===== src/rtl/serial_subtractor.sv =====
// Multi-cycle subtractor d = x - y - bin, LSB-first, BPC bits per clock.
// A registered borrow links successive chunks; start/busy/done frames each operation.
module serial_subtractor #(
    parameter int WIDTH = 8,
    parameter int BPC   = 1
) (
    input  logic             clk,
    input  logic             rst,
    input  logic             start,
    input  logic [WIDTH-1:0] x,
    input  logic [WIDTH-1:0] y,
    input  logic             bin,
    output logic [WIDTH-1:0] d,
    output logic             bout,
    output logic             ovf,
    output logic             busy,
    output logic             done
);

    localparam int N     = WIDTH / BPC;
    localparam int CNT_W = (N > 1) ? $clog2(N) : 1;

    typedef enum logic {
        IDLE,
        RUN
    } state_t;

    state_t           state_q;
    state_t           state_d;
    logic [WIDTH-1:0] x_sh;
    logic [WIDTH-1:0] y_sh;
    logic             x_msb;
    logic             y_msb;
    logic             brw_q;
    logic [CNT_W-1:0] cnt_q;
    logic             load;
    logic             step;
    logic             last;
    logic [BPC:0]     chunk;
    logic [WIDTH-1:0] diff_top;

    // Ripple of BPC full-subtractor cells; returns {borrow_out, diff}.
    function automatic logic [BPC:0] sub_chunk(
        input logic [BPC-1:0] a,
        input logic [BPC-1:0] b,
        input logic           bi
    );
        logic [BPC-1:0] dv;
        logic           br;
        br = bi;
        dv = '0;
        for (int i = 0; i < BPC; i++) begin
            dv[i] = a[i] ^ b[i] ^ br;
            br    = (~a[i] & b[i]) | (~(a[i] ^ b[i]) & br);
        end
        return {br, dv};
    endfunction

    // Signed overflow: operands of opposite sign and result sign differs from minuend.
    function automatic logic sub_ovf(input logic xm, input logic ym, input logic dm);
        return (xm != ym) && (dm != xm);
    endfunction

    always_comb begin
        state_d = state_q;
        load    = 1'b0;
        step    = 1'b0;
        last    = (cnt_q == CNT_W'(N - 1));
        case (state_q)
            IDLE: begin
                if (start) begin
                    load    = 1'b1;
                    state_d = RUN;
                end
            end
            RUN: begin
                step = 1'b1;
                if (last) begin
                    state_d = IDLE;
                end
            end
            default: state_d = IDLE;
        endcase
    end

    always_ff @(posedge clk or posedge rst) begin
        if (rst) begin
            state_q <= IDLE;
        end else begin
            state_q <= state_d;
        end
    end

    // Current chunk always sits in the low bits of the shifting operand registers.
    always_comb begin
        chunk    = sub_chunk(x_sh[BPC-1:0], y_sh[BPC-1:0], brw_q);
        diff_top = WIDTH'(chunk[BPC-1:0]) << (WIDTH - BPC);
    end

    always_ff @(posedge clk or posedge rst) begin
        if (rst) begin
            x_sh  <= '0;
            y_sh  <= '0;
            x_msb <= 1'b0;
            y_msb <= 1'b0;
            brw_q <= 1'b0;
            cnt_q <= '0;
            d     <= '0;
            bout  <= 1'b0;
            ovf   <= 1'b0;
            done  <= 1'b0;
        end else begin
            done <= step && last;
            if (load) begin
                x_sh  <= x;
                y_sh  <= y;
                x_msb <= x[WIDTH-1];
                y_msb <= y[WIDTH-1];
                brw_q <= bin;
                cnt_q <= '0;
            end else if (step) begin
                x_sh  <= x_sh >> BPC;
                y_sh  <= y_sh >> BPC;
                brw_q <= chunk[BPC];
                cnt_q <= cnt_q + CNT_W'(1);
                // Result enters at the top and drifts down; after N chunks it is aligned.
                d     <= (d >> BPC) | diff_top;
                if (last) begin
                    bout <= chunk[BPC];
                    ovf  <= sub_ovf(x_msb, y_msb, chunk[BPC-1]);
                end
            end
        end
    end

    assign busy = (state_q == RUN);

endmodule

===== config.mk =====
export PLATFORM = sky130hd
export DESIGN_NAME = serial_subtractor
export DESIGN_NICKNAME = d
export VERILOG_FILES = /design/src/rtl/serial_subtractor.sv
export SDC_FILE = /design/constraint.sdc
export NUM_CORES = 1
export LEC_CHECK = 0
export ABC_CLOCK_PERIOD_IN_PS = 1900
export CAP_MARGIN = 20
export CORE_ASPECT_RATIO = 1.25
export CORE_UTILIZATION = 49
export DETAILED_ROUTE_END_ITERATION = 6
export GPL_TIMING_DRIVEN = 0
export HOLD_SLACK_MARGIN = 0.1
export PLACE_DENSITY = 0.78
export SLEW_MARGIN = 0
export SYNTH_ARGS = -nofsm -noshare
export SYNTH_HDL_FRONTEND = slang
export SYNTH_SLANG_ARGS = --single-unit

===== constraint.sdc =====
create_clock -name clk -period 1.9 [get_ports clk]
set_input_delay 0.19 -clock clk [delete_from_list [all_inputs] [get_ports clk]]
set_output_delay 0.19 -clock clk [all_outputs]
set_load 0.05 [all_outputs]

; ---- After elaboration in Yosys (flattened, before gate mapping)
; Index checks and enable logic that the tools add are counted.
[word_totals]
register_bits = 34
inputBits = 20
output_inout_bits = 12
wordCells = 43
[op_classes]
addsub = 1
eq_ne = 3
muxes = 13
bitwise = 10
reduce_logical = 5
[op_table]
columns = op, n
row1 = $mux W8, 4
row2 = $or A7 B8 Y8, 1
row3 = $mux W1, 6
row4 = $mux W3, 2
row5 = $not A1 Y1, 4
row6 = $add A3 B1 Y3 const B, 1
row7 = $eq A3 B3 Y1 const B, 1
row8 = $reduce_and A3 Y1, 1
row9 = $and A1 B1 Y1, 2
row10 = $logic_and A1 B1 Y1, 2
row11 = $ne A1 B1 Y1, 2
row12 = $pmux W1 S2, 1
row13 = $reduce_and A2 Y1, 1
row14 = $reduce_bool A2 Y1, 1
row15 = $xor A1 B1 Y1, 2
row16 = $or A1 B1 Y1, 1

; ---- Logic depth before layout (Yosys ltp)
; Gate-level depths: netlist of run 1.
[logic_depth]
depth_word = 6
mapped_depth = 4
ltp_nobuf = 4

; ---- Least setup slack after synthesis of run 1
; No wires, ideal clock.
[synth_path]
kind = flip-flop to flip-flop
from = reg x_sh[0]
to = reg ovf
setup_time_ps = 82
t_arrival_ps = 1367
required_time_ps = 1818
path_slack_ps = 451
stages_incl_launch_ff = 4
n_path_buf = 0
synth_period_minus_slack_ps = 1449
path_cell_list = dfrtp_1 -> fa_1 -> or3b_1 -> a31oi_1
[synth_via]
elab_chain_cells = 4
[synth_lines]
columns = element, line_no
row1 = "start, declared", 30  ; logic [WIDTH-1:0] x_sh;
row2 = "start signal, assigned", 122  ; x_sh <= x_sh >> BPC;
row3 = $xor A1 B1 Y1 (2 in a row), 53  ; dv[i] = a[i] ^ b[i] ^ br;
row4 = named net chunk[0], 39  ; logic [BPC:0] chunk;
row5 = $ne A1 B1 Y1, 61  ; return (xm != ym) && (dm != xm);
row6 = $logic_and A1 B1 Y1, 61
row7 = "end signal, assigned", 130  ; ovf <= sub_ovf(x_msb, y_msb, chunk[BPC-1]);
row8 = "end, declared", 15  ; output logic ovf,
; The timed path passes the listed nets, and every way through them passes these cells.
; A chain may end at the register's enable or synchronous reset.

; ---- Worst setup path in the final report of run 1
[layout_path]
from = reg state_q, in the netlist busy
to = out busy
[layout_rtl]
columns = element, line_no
row1 = "start, declared", 28  ; state_t state_q;
row2 = "start signal, assigned", 90  ; state_q <= state_d;
row3 = "end, declared", 16  ; output logic busy,
; No word-level cell between the ends.

==> reports/results.ini, run 1 <==
[yosys]
syn_avg_cell_area_um2 = 12.32
async_reset_ff_share_pct = 100.0
synth_area_um2 = 1479
synth_edf_count = 0
yosysMostFrequentCell = dfrtp_1
syn-num-nets = 143
synth_largest_area_cell = dfrtp_1
synth_common_cells = 34 x dfrtp_1, 18 x mux2i_1, 15 x nand2_1, 15 x o21ai_1, 8 x mux2_1
synthDistinctLibCells = 21
synthTopCellsByArea = dfrtp_1 58%, mux2i_1 12%, mux2_1 6.1%
synth.top_cell.area_share_pct = 57.53
synth_ff_type = dfrtp_1
synth-seq-cells = 34
yosysWarningCount = 0
synth-seq-area-share_pct = 57.53
synth_cells = 120

[placement]
place_ws_ns = 0.3496
hpwl_mm = 2.007
post-place-cells = 186
gp_congestion = 0.7713
io_buffer_count = 31

[timing]
rsz0062_at_grt = false
drv_slew = 0
skew_ns = 0.004320
tns_ns = 0
hold_violations = 0
relSlewSlack_pct = 64.49
finalSetupViolations = 0
setup_slack_ns = 0.1782
worstMarginPinSlew_ns = 0.5321
max_freq_ghz = 0.5808
fin_crit_sh_pct = 90.62
fin_crit_ns = 1.722

[worst_setup_path]
cp_top_family = buffers and inverters
crit_type = reg -> out
endpoint_kind = output port
worstSetupStartpointType = register
crit_required_ns = 1.71
cp.arrival_ns = 1.53
cp_max_fo = 4
worst-path-buf-inv = 1
slowest_stage = clkdlybuf4s50_1
critPathMaxStageDelay_ns = 0.81
crit_chain = clkdlybuf4s50_1

[finish]
fillCellCount = 229
seq_area_um2 = 850.8
antennaDiodeCount = 0
fin_cells = 193
synthToLayoutAreaGrowth_pct = 28.77
drive_gt1_share_pct = 10.06
multi_input_area_um2 = 560.5
final_nets = 182

[die]
io_pins = 32
initial_core_util_pct = 53.10
coreArea_um2 = 2785
rows = 21
die-area_um2 = 3244
die_h_um = 63.43
die_w_um = 51.14

[clock_network]
clk_latency_ns = 0.33
postCtsSetupBuffers = 0
cts_resized = 0
postCtsHoldBufs = 0
htreeDepth = 2
cts-root-buf = clkbuf_4
cts_buffer_depth = 2
cts_tree = done
cts_buffers = 5
clk_pin_slew_ns = 0.09
cts_sinks = 34

[power]
clkPwrFrac_pct = 11.6
ir_drop_uv = 908.4
power_leakage_uw = 0.0008666
seqPwrFrac_pct = 39.3
power_switching_uw = 1310
total_power_uw = 3116
combPwrFrac_pct = 49.1
switching_share_pct = 42.04
p_int_uw = 1806
power_density_nw_per_um2 = 1636

[outcome]
status = complete, no violations

[global_routing]
grt-ovfl-total = 0
grt_usage_pct = 20.86
grt_max_degree = 24
grt_pass1_wl_mm = 4.795
grt_antenna_before_repair = 0
grt_pass1_vias = 1071

[detailed_routing]
vias_per_cell = 5.254
dr.pass1.iters = 4
ant_nets = 0
avgRoutedWirePerCell_um = 13.83
drc = 0
wirelength_mm = 2.669
via_count = 1014
drtIter0Drc = 12

[run]
maxCapViolCount = 0

[hold_path]
hold_path.class = in -> async

==> cells in the final DEF, fill, tap and decap left out <==
master | Yosys | layout
a31oi_1 | 1 | 1
o21ai_1 | 15 | 15
nand2b_1 | 1 | 1
and2_1 | 1 | 1
nor2b_1 | 1 | 1
mux2_2 | 3 | 3
mux2_1 | 8 | 8
clkdlybuf4s50_1 | 0 | 31
dfrtp_1 | 34 | 34
buf_12 | 1 | 1
buf_6 | 1 | 1
clkbuf_1 | 0 | 2
mux2i_1 | 18 | 18
ha_1 | 2 | 2
clkbuf_4 | 0 | 5
fa_1 | 1 | 1
nand3b_1 | 1 | 1
or3b_1 | 1 | 1
nor2_1 | 4 | 4
buf_2 | 5 | 5
a22o_1 | 1 | 1
nand2_1 | 15 | 15
a21oi_1 | 3 | 3
buf_16 | 0 | 1
inv_1 | 3 | 3
==> cell type report <==
cell class              count  area share (%)
inverters                   3          0.5913
well taps                  34           2.234
clock buffers               7           2.365
repair buffers             32           17.74
flip-flops and latches     34           44.68
plain buffers               7           2.957
multi-input cells          76           29.43
==> flip-flops by register name (all words and copies together) (netlist names) <==
| name | count |
|---|---|
| d | 8 |
| x_sh | 8 |
| y_sh | 8 |
| cnt_q | 3 |
| bout | 1 |
| brw_q | 1 |
| busy | 1 |
| done | 1 |
| ovf | 1 |
| x_msb | 1 |
| y_msb | 1 |
==> per-layer routing <==
| metal | GRT usage [%] | wire [um] | vias to the layer above |
|---|---|---|---|
| met3 | 7.729 | 105 | 7 |
| met1 | 26.25 | 1172 | 487 |
| met4 | 12.50 | 73 | 0 |
| met5 | 0 | 0 | - |
| li1 | - | - | 494 |
| met2 | 30.10 | 1317 | 26 |
==> power by group through the flow <==
stage          Combinational [uW]  Sequential (uW)  Clock [uW]
2_1_floorplan                 653             1640           0
3_3_place_gp                 1510             1220           0
3_5_place_dp                 1550             1240           0
4_1_cts                      1550             1230         372
5_1_grt                      1670             1270         407
6_report                     1530             1220         362
==> metrics by stage <==
step	util (%)	cell area, um2	hold slack, ns
6_report	68.37	1904	0.1980
5_1_grt	68.37	1904	0.2455
3_3_place_gp	65.77	1832	0.4647
2_1_floorplan	-	1479	0.3316
3_5_place_dp	66.76	1859	0.4774
4_1_cts	68.37	1904	0.2073
==> cells by family after synthesis <==
| logic type | after synthesis | share of synthesized area (%) |
|---|---|---|
| AND/OR/NAND/NOR | 24 | 7.192 |
| flip-flops | 34 | 57.53 |
| buffers and inverters | 10 | 4.568 |
| AO/OA/AOI/OAI | 20 | 7.107 |
| multiplexers | 29 | 20.56 |
| adder cells (fa/ha/maj) | 3 | 3.045 |
==> path summary, 6_finish.rpt <==
path | to | startpoint | depth (start not counted) | slack, ns
max in group asynchronous | d[3]$_DFFE_PP0P_ | rst | 3 | 1.22
worst min-delay path | x_sh[2]$_DFFE_PP0P_ | rst | 2 | 0.20
worst min register to register | x_sh[4]$_DFFE_PP0P_ | x_sh[5]$_DFFE_PP0P_ | 2 | 0.49
worst max register to register | ovf$_DFFE_PP0P_ | x_sh[0]$_DFFE_PP0P_ | 3 | 0.34
min in group clk | y_sh[2]$_DFFE_PP0P_ | y[2] | 3 | 0.48
worst max-delay path | busy | busy$_DFF_PP0_ | 1 | 0.18
(Power assumes the default switching activity.)
==> inputs of run 2 (changes only) <==
--- a/config.mk
+++ b/config.mk
@@ -8,11 +8,13 @@
 export ABC_CLOCK_PERIOD_IN_PS = 1900
 export CAP_MARGIN = 20
 export CORE_ASPECT_RATIO = 1.25
+export CORE_MARGIN = 2
 export CORE_UTILIZATION = 49
 export DETAILED_ROUTE_END_ITERATION = 6
 export GPL_TIMING_DRIVEN = 0
 export HOLD_SLACK_MARGIN = 0.1
 export PLACE_DENSITY = 0.78
+export SETUP_SLACK_MARGIN = 0.05
 export SLEW_MARGIN = 0
 export SYNTH_ARGS = -nofsm -noshare
 export SYNTH_HDL_FRONTEND = slang
==> reports/results.ini, run 2 (same netlist as run 1, synthesis figures left out) <==
[detailed_routing]
wirelength_mm = 2.759
vias_per_cell = 5.163
dr.pass1.iters = 4
avgRoutedWirePerCell_um = 14.08
via_count = 1012
ant_nets = 0
drc = 0
drtIter0Drc = 9

[worst_setup_path]
crit_chain = clkdlybuf4s50_1
endpoint_kind = output port
worstSetupStartpointType = register
slowest_stage = clkdlybuf4s50_1
cp_max_fo = 4
crit_required_ns = 1.71
worst-path-buf-inv = 1
cp_top_family = buffers and inverters
cp.arrival_ns = 1.55
critPathMaxStageDelay_ns = 0.82
crit_type = reg -> out

[timing]
finalSetupViolations = 0
drv_slew = 0
rsz0062_at_grt = false
hold_violations = 0
skew_ns = 0.007541
max_freq_ghz = 0.5738
tns_ns = 0
fin_crit_ns = 1.743
relSlewSlack_pct = 45.95
worstMarginPinSlew_ns = 0.8099
fin_crit_sh_pct = 91.72

[global_routing]
grt_pass1_wl_mm = 4.795
grt_pass1_vias = 1103
grt_usage_pct = 18.98
grt_antenna_before_repair = 0
grt-ovfl-total = 0
grt_max_degree = 22

[die]
die_h_um = 65.43
die-area_um2 = 3477
initial_core_util_pct = 50.69
io_pins = 32
die_w_um = 53.14
coreArea_um2 = 2918
rows = 22

[placement]
gp_congestion = 0.7223
hpwl_mm = 2.060
post-place-cells = 188
io_buffer_count = 31

[clock_network]
cts_resized = 0
cts_buffers = 5
cts_sinks = 34
postCtsHoldBufs = 0
clk_latency_ns = 0.34
clk_pin_slew_ns = 0.10
postCtsSetupBuffers = 0
cts-root-buf = clkbuf_4
cts_buffer_depth = 2
cts_tree = done
htreeDepth = 2

[finish]
synthToLayoutAreaGrowth_pct = 29.10
reg_top3 = d: 8 flops, x_sh: 8 flops, y_sh: 8 flops
final_nets = 182
final_cell_mix = 34 x dfrtp_1, 31 x clkdlybuf4s50_1, 18 x mux2i_1, 15 x nand2_1, 15 x o21ai_1
drive_gt1_share_pct = 11.25
fillCellCount = 255
antennaDiodeCount = 0
mostFrequentLayoutCell = dfrtp_1
post-route-util_pct = 65.44
fin_cells = 196

[outcome]
status = complete, no violations

[run]
maxCapViolCount = 0

[hold_path]
hold_path.class = in -> async

[power]
power_density_nw_per_um2 = 1671
power_leakage_uw = 0.0008713
ir_drop_uv = 1153

## run 2: worst paths after layout
check	start	endpoint	cells past startpoint	slack (ns)
max	busy$_DFF_PP0_	busy	1	0.16
max reg2reg	y_sh[0]$_DFFE_PP0P_	ovf$_DFFE_PP0P_	4	0.34
min in group clk	y[3]	y_sh[3]$_DFFE_PP0P_	3	0.48
min reg2reg	y_sh[7]$_DFFE_PP0P_	y_sh[6]$_DFFE_PP0P_	2	0.50
max in group asynchronous	rst	cnt_q[1]$_DFFE_PP0P_	3	1.03
min	rst	y_sh[2]$_DFFE_PP0P_	2	0.31
## run 2: metrics by stage
step / area [um2] / setup slack, ns / total power, uW / hold WS, ns
floorplan: 1479 / 0.4511 / 2290 / 0.3316
global placement: 1834 / 0.2324 / 2737 / 0.4661
detailed placement: 1849 / 0.3487 / 2814 / 0.4752
CTS: 1909 / 0.1486 / 3222 / 0.3366
global route: 1909 / 0.08705 / 3408 / 0.3723
finish: 1909 / 0.1573 / 3190 / 0.3087
## run 2: final cells by class
cell class,count,area (um2),share of cell area [%]
clock inverter,1,5.005,0.2621
clock buffer,7,55.05,2.883
multi-input combinational,76,560.5,29.36
inverter,3,11.26,0.5898
timing repair buffer,32,325.3,17.04
tap,36,45.04,2.359
buffer,7,56.30,2.949
sequential,34,850.8,44.56
## run 2: where the power goes
part           leakage, uW  switching, uW  internal, uW
Sequential        0.000426            188          1040
Clock            0.0000353            235           179
Combinational     0.000410            922           626
Total             0.000871           1350          1840
## run 2: metal layers
layer | global-route usage (%) | wire [um] | vias to the layer above
met2 | 34.06 | 1444 | 31
met1 | 21.04 | 1122 | 493
li1 | - | - | 486
met3 | 7.045 | 165 | 2
met4 | 3.846 | 26 | 0
met5 | 0 | 0 | -
==> inputs of run 3 (changes only) <==
--- a/config.mk
+++ b/config.mk
@@ -13,7 +13,7 @@
 export DETAILED_ROUTE_END_ITERATION = 6
 export GPL_TIMING_DRIVEN = 0
 export HOLD_SLACK_MARGIN = 0.1
-export PLACE_DENSITY = 0.78
+export PLACE_DENSITY = 0.85
 export SETUP_SLACK_MARGIN = 0.05
 export SLEW_MARGIN = 0
 export SYNTH_ARGS = -nofsm -noshare
==> reports/results.ini, run 3 (same netlist as run 1, synthesis figures left out) <==
[finish]
antennaDiodeCount = 0
multi_input_area_um2 = 560.5
drive_gt1_share_pct = 11.88
finalInstanceArea_um2 = 1939
final_nets = 182
synthToLayoutAreaGrowth_pct = 31.13
mostFrequentLayoutCell = dfrtp_1
fillCellCount = 245
reg_top3 = d: 8 flops, x_sh: 8 flops, y_sh: 8 flops
post-route-util_pct = 66.47
final_cell_mix = 34 x dfrtp_1, 31 x clkdlybuf4s50_1, 18 x mux2i_1, 15 x nand2_1, 15 x o21ai_1
seq_area_um2 = 850.8

[worst_setup_path]
worstRegToRegCells = 3
slowest_stage = clkdlybuf4s50_1
cp.arrival_ns = 1.56
crit_chain = clkdlybuf4s50_1
worst-path-buf-inv = 1
reg2reg_to = ovf$_DFFE_PP0P_
endpoint_kind = output port
cp_top_family = buffers and inverters
worstSetupStartpointType = register
critPathMaxStageDelay_ns = 0.81
rrSetupSlack_ns = 0.34
crit_type = reg -> out
crit_required_ns = 1.71
r2r-start = x_sh[0]$_DFFE_PP0P_
cp_max_fo = 4

[clock_network]
cts_sinks = 34
postCtsSetupBuffers = 0
cts_buffers = 5
cts_tree = done
clk_latency_ns = 0.35
cts_resized = 0
clk_pin_slew_ns = 0.11
cts-root-buf = clkbuf_4
postCtsHoldBufs = 0
cts_buffer_depth = 2
htreeDepth = 2

[die]
die-area_um2 = 3477
die_w_um = 53.14
rows = 22
coreArea_um2 = 2918
io_pins = 32
initial_core_util_pct = 50.69
die_h_um = 65.43

[timing]
hold_violations = 0
drv_slew = 0
finalSetupViolations = 0
tns_ns = 0
rsz0062_at_grt = false
fin_crit_ns = 1.750
skew_ns = 0.01355
max_freq_ghz = 0.5713
fin_crit_sh_pct = 92.12
fin_hold_ws_ns = 0.2668
worstMarginPinSlew_ns = 0.7418
relSlewSlack_pct = 50.49

[detailed_routing]
dr.pass1.iters = 4
wirelength_mm = 2.886
ant_nets = 0
drtIter0Drc = 8
via_count = 1032
drc = 0
avgRoutedWirePerCell_um = 14.72
vias_per_cell = 5.265

[power]
total_power_uw = 3292
power_leakage_uw = 0.0008862
ir_drop_uv = 1034
power_density_nw_per_um2 = 1697

[placement]
gp_congestion = 0.7661
io_buffer_count = 31
place_area_um2 = 1862
hpwl_mm = 2.106

[hold_path]
hold_path.class = in -> async

[global_routing]
grt_pass1_wl_mm = 4.912
grt_antenna_before_repair = 0
grt_max_degree = 19
grt-ovfl-total = 0
grt_pass1_vias = 1098
grt_usage_pct = 20.22

[run]
maxCapViolCount = 0

[outcome]
status = complete, no violations

run 3: cell types whose count changed in the layout (fill, tap and decap cells not counted), sizes merged:
cell,previous run,this run
clkinv,1,2
bufinv,0,1
clkbuf,7,5
run 3: where the power goes:
part	internal [uW]	total (uW)	leakage [uW]	switching (uW)
Combinational	627	1540	0.000416	912
Clock	272	523	0.0000450	250
Sequential	1040	1230	0.000426	190
run 3: stage by stage:
step	instances	setup WS [ns]
final	196	0.1497
after global routing	196	0.07708
after CTS	196	0.1177
after detailed placement	188	0.3284
after global placement	187	0.2465
after floorplan	120	0.4511
run 3: cell type report:
class	count	area share [%]
Buffer	7	2.903
Clock buffer	5	1.935
Clock inverter	3	2.065
Inverter	3	0.5806
Multi-Input combinational cell	76	28.90
Sequential cell	34	43.87
Tap cell	36	2.323
Timing Repair Buffer	32	17.42
run 3: layer usage:
layer | wire length [um] | part of all wire [%] | vias up | track usage, %
met2 | 1504 | 52 | 26 | 34.38
met3 | 149 | 5.2 | 7 | 7.045
met4 | 55 | 1.9 | 0 | 9.615
met1 | 1177 | 41 | 510 | 21.95
li1 | - | - | 489 | -
met5 | 0 | 0 | - | 0
run 3: how the worst max path moves through the flow:
stage	end	depth (start not counted)	slack (ns)	start
2_1_floorplan	ovf$_DFFE_PP0P_	3	0.45	x_sh[0]$_DFFE_PP0P_
3_3_place_gp	x_msb$_DFFE_PP0P_	2	0.25	rst
3_5_place_dp	ovf$_DFFE_PP0P_	3	0.33	x_sh[0]$_DFFE_PP0P_
4_1_cts	busy	1	0.12	busy$_DFF_PP0_
5_1_grt	busy	1	0.08	busy$_DFF_PP0_
6_report	busy	1	0.15	busy$_DFF_PP0_
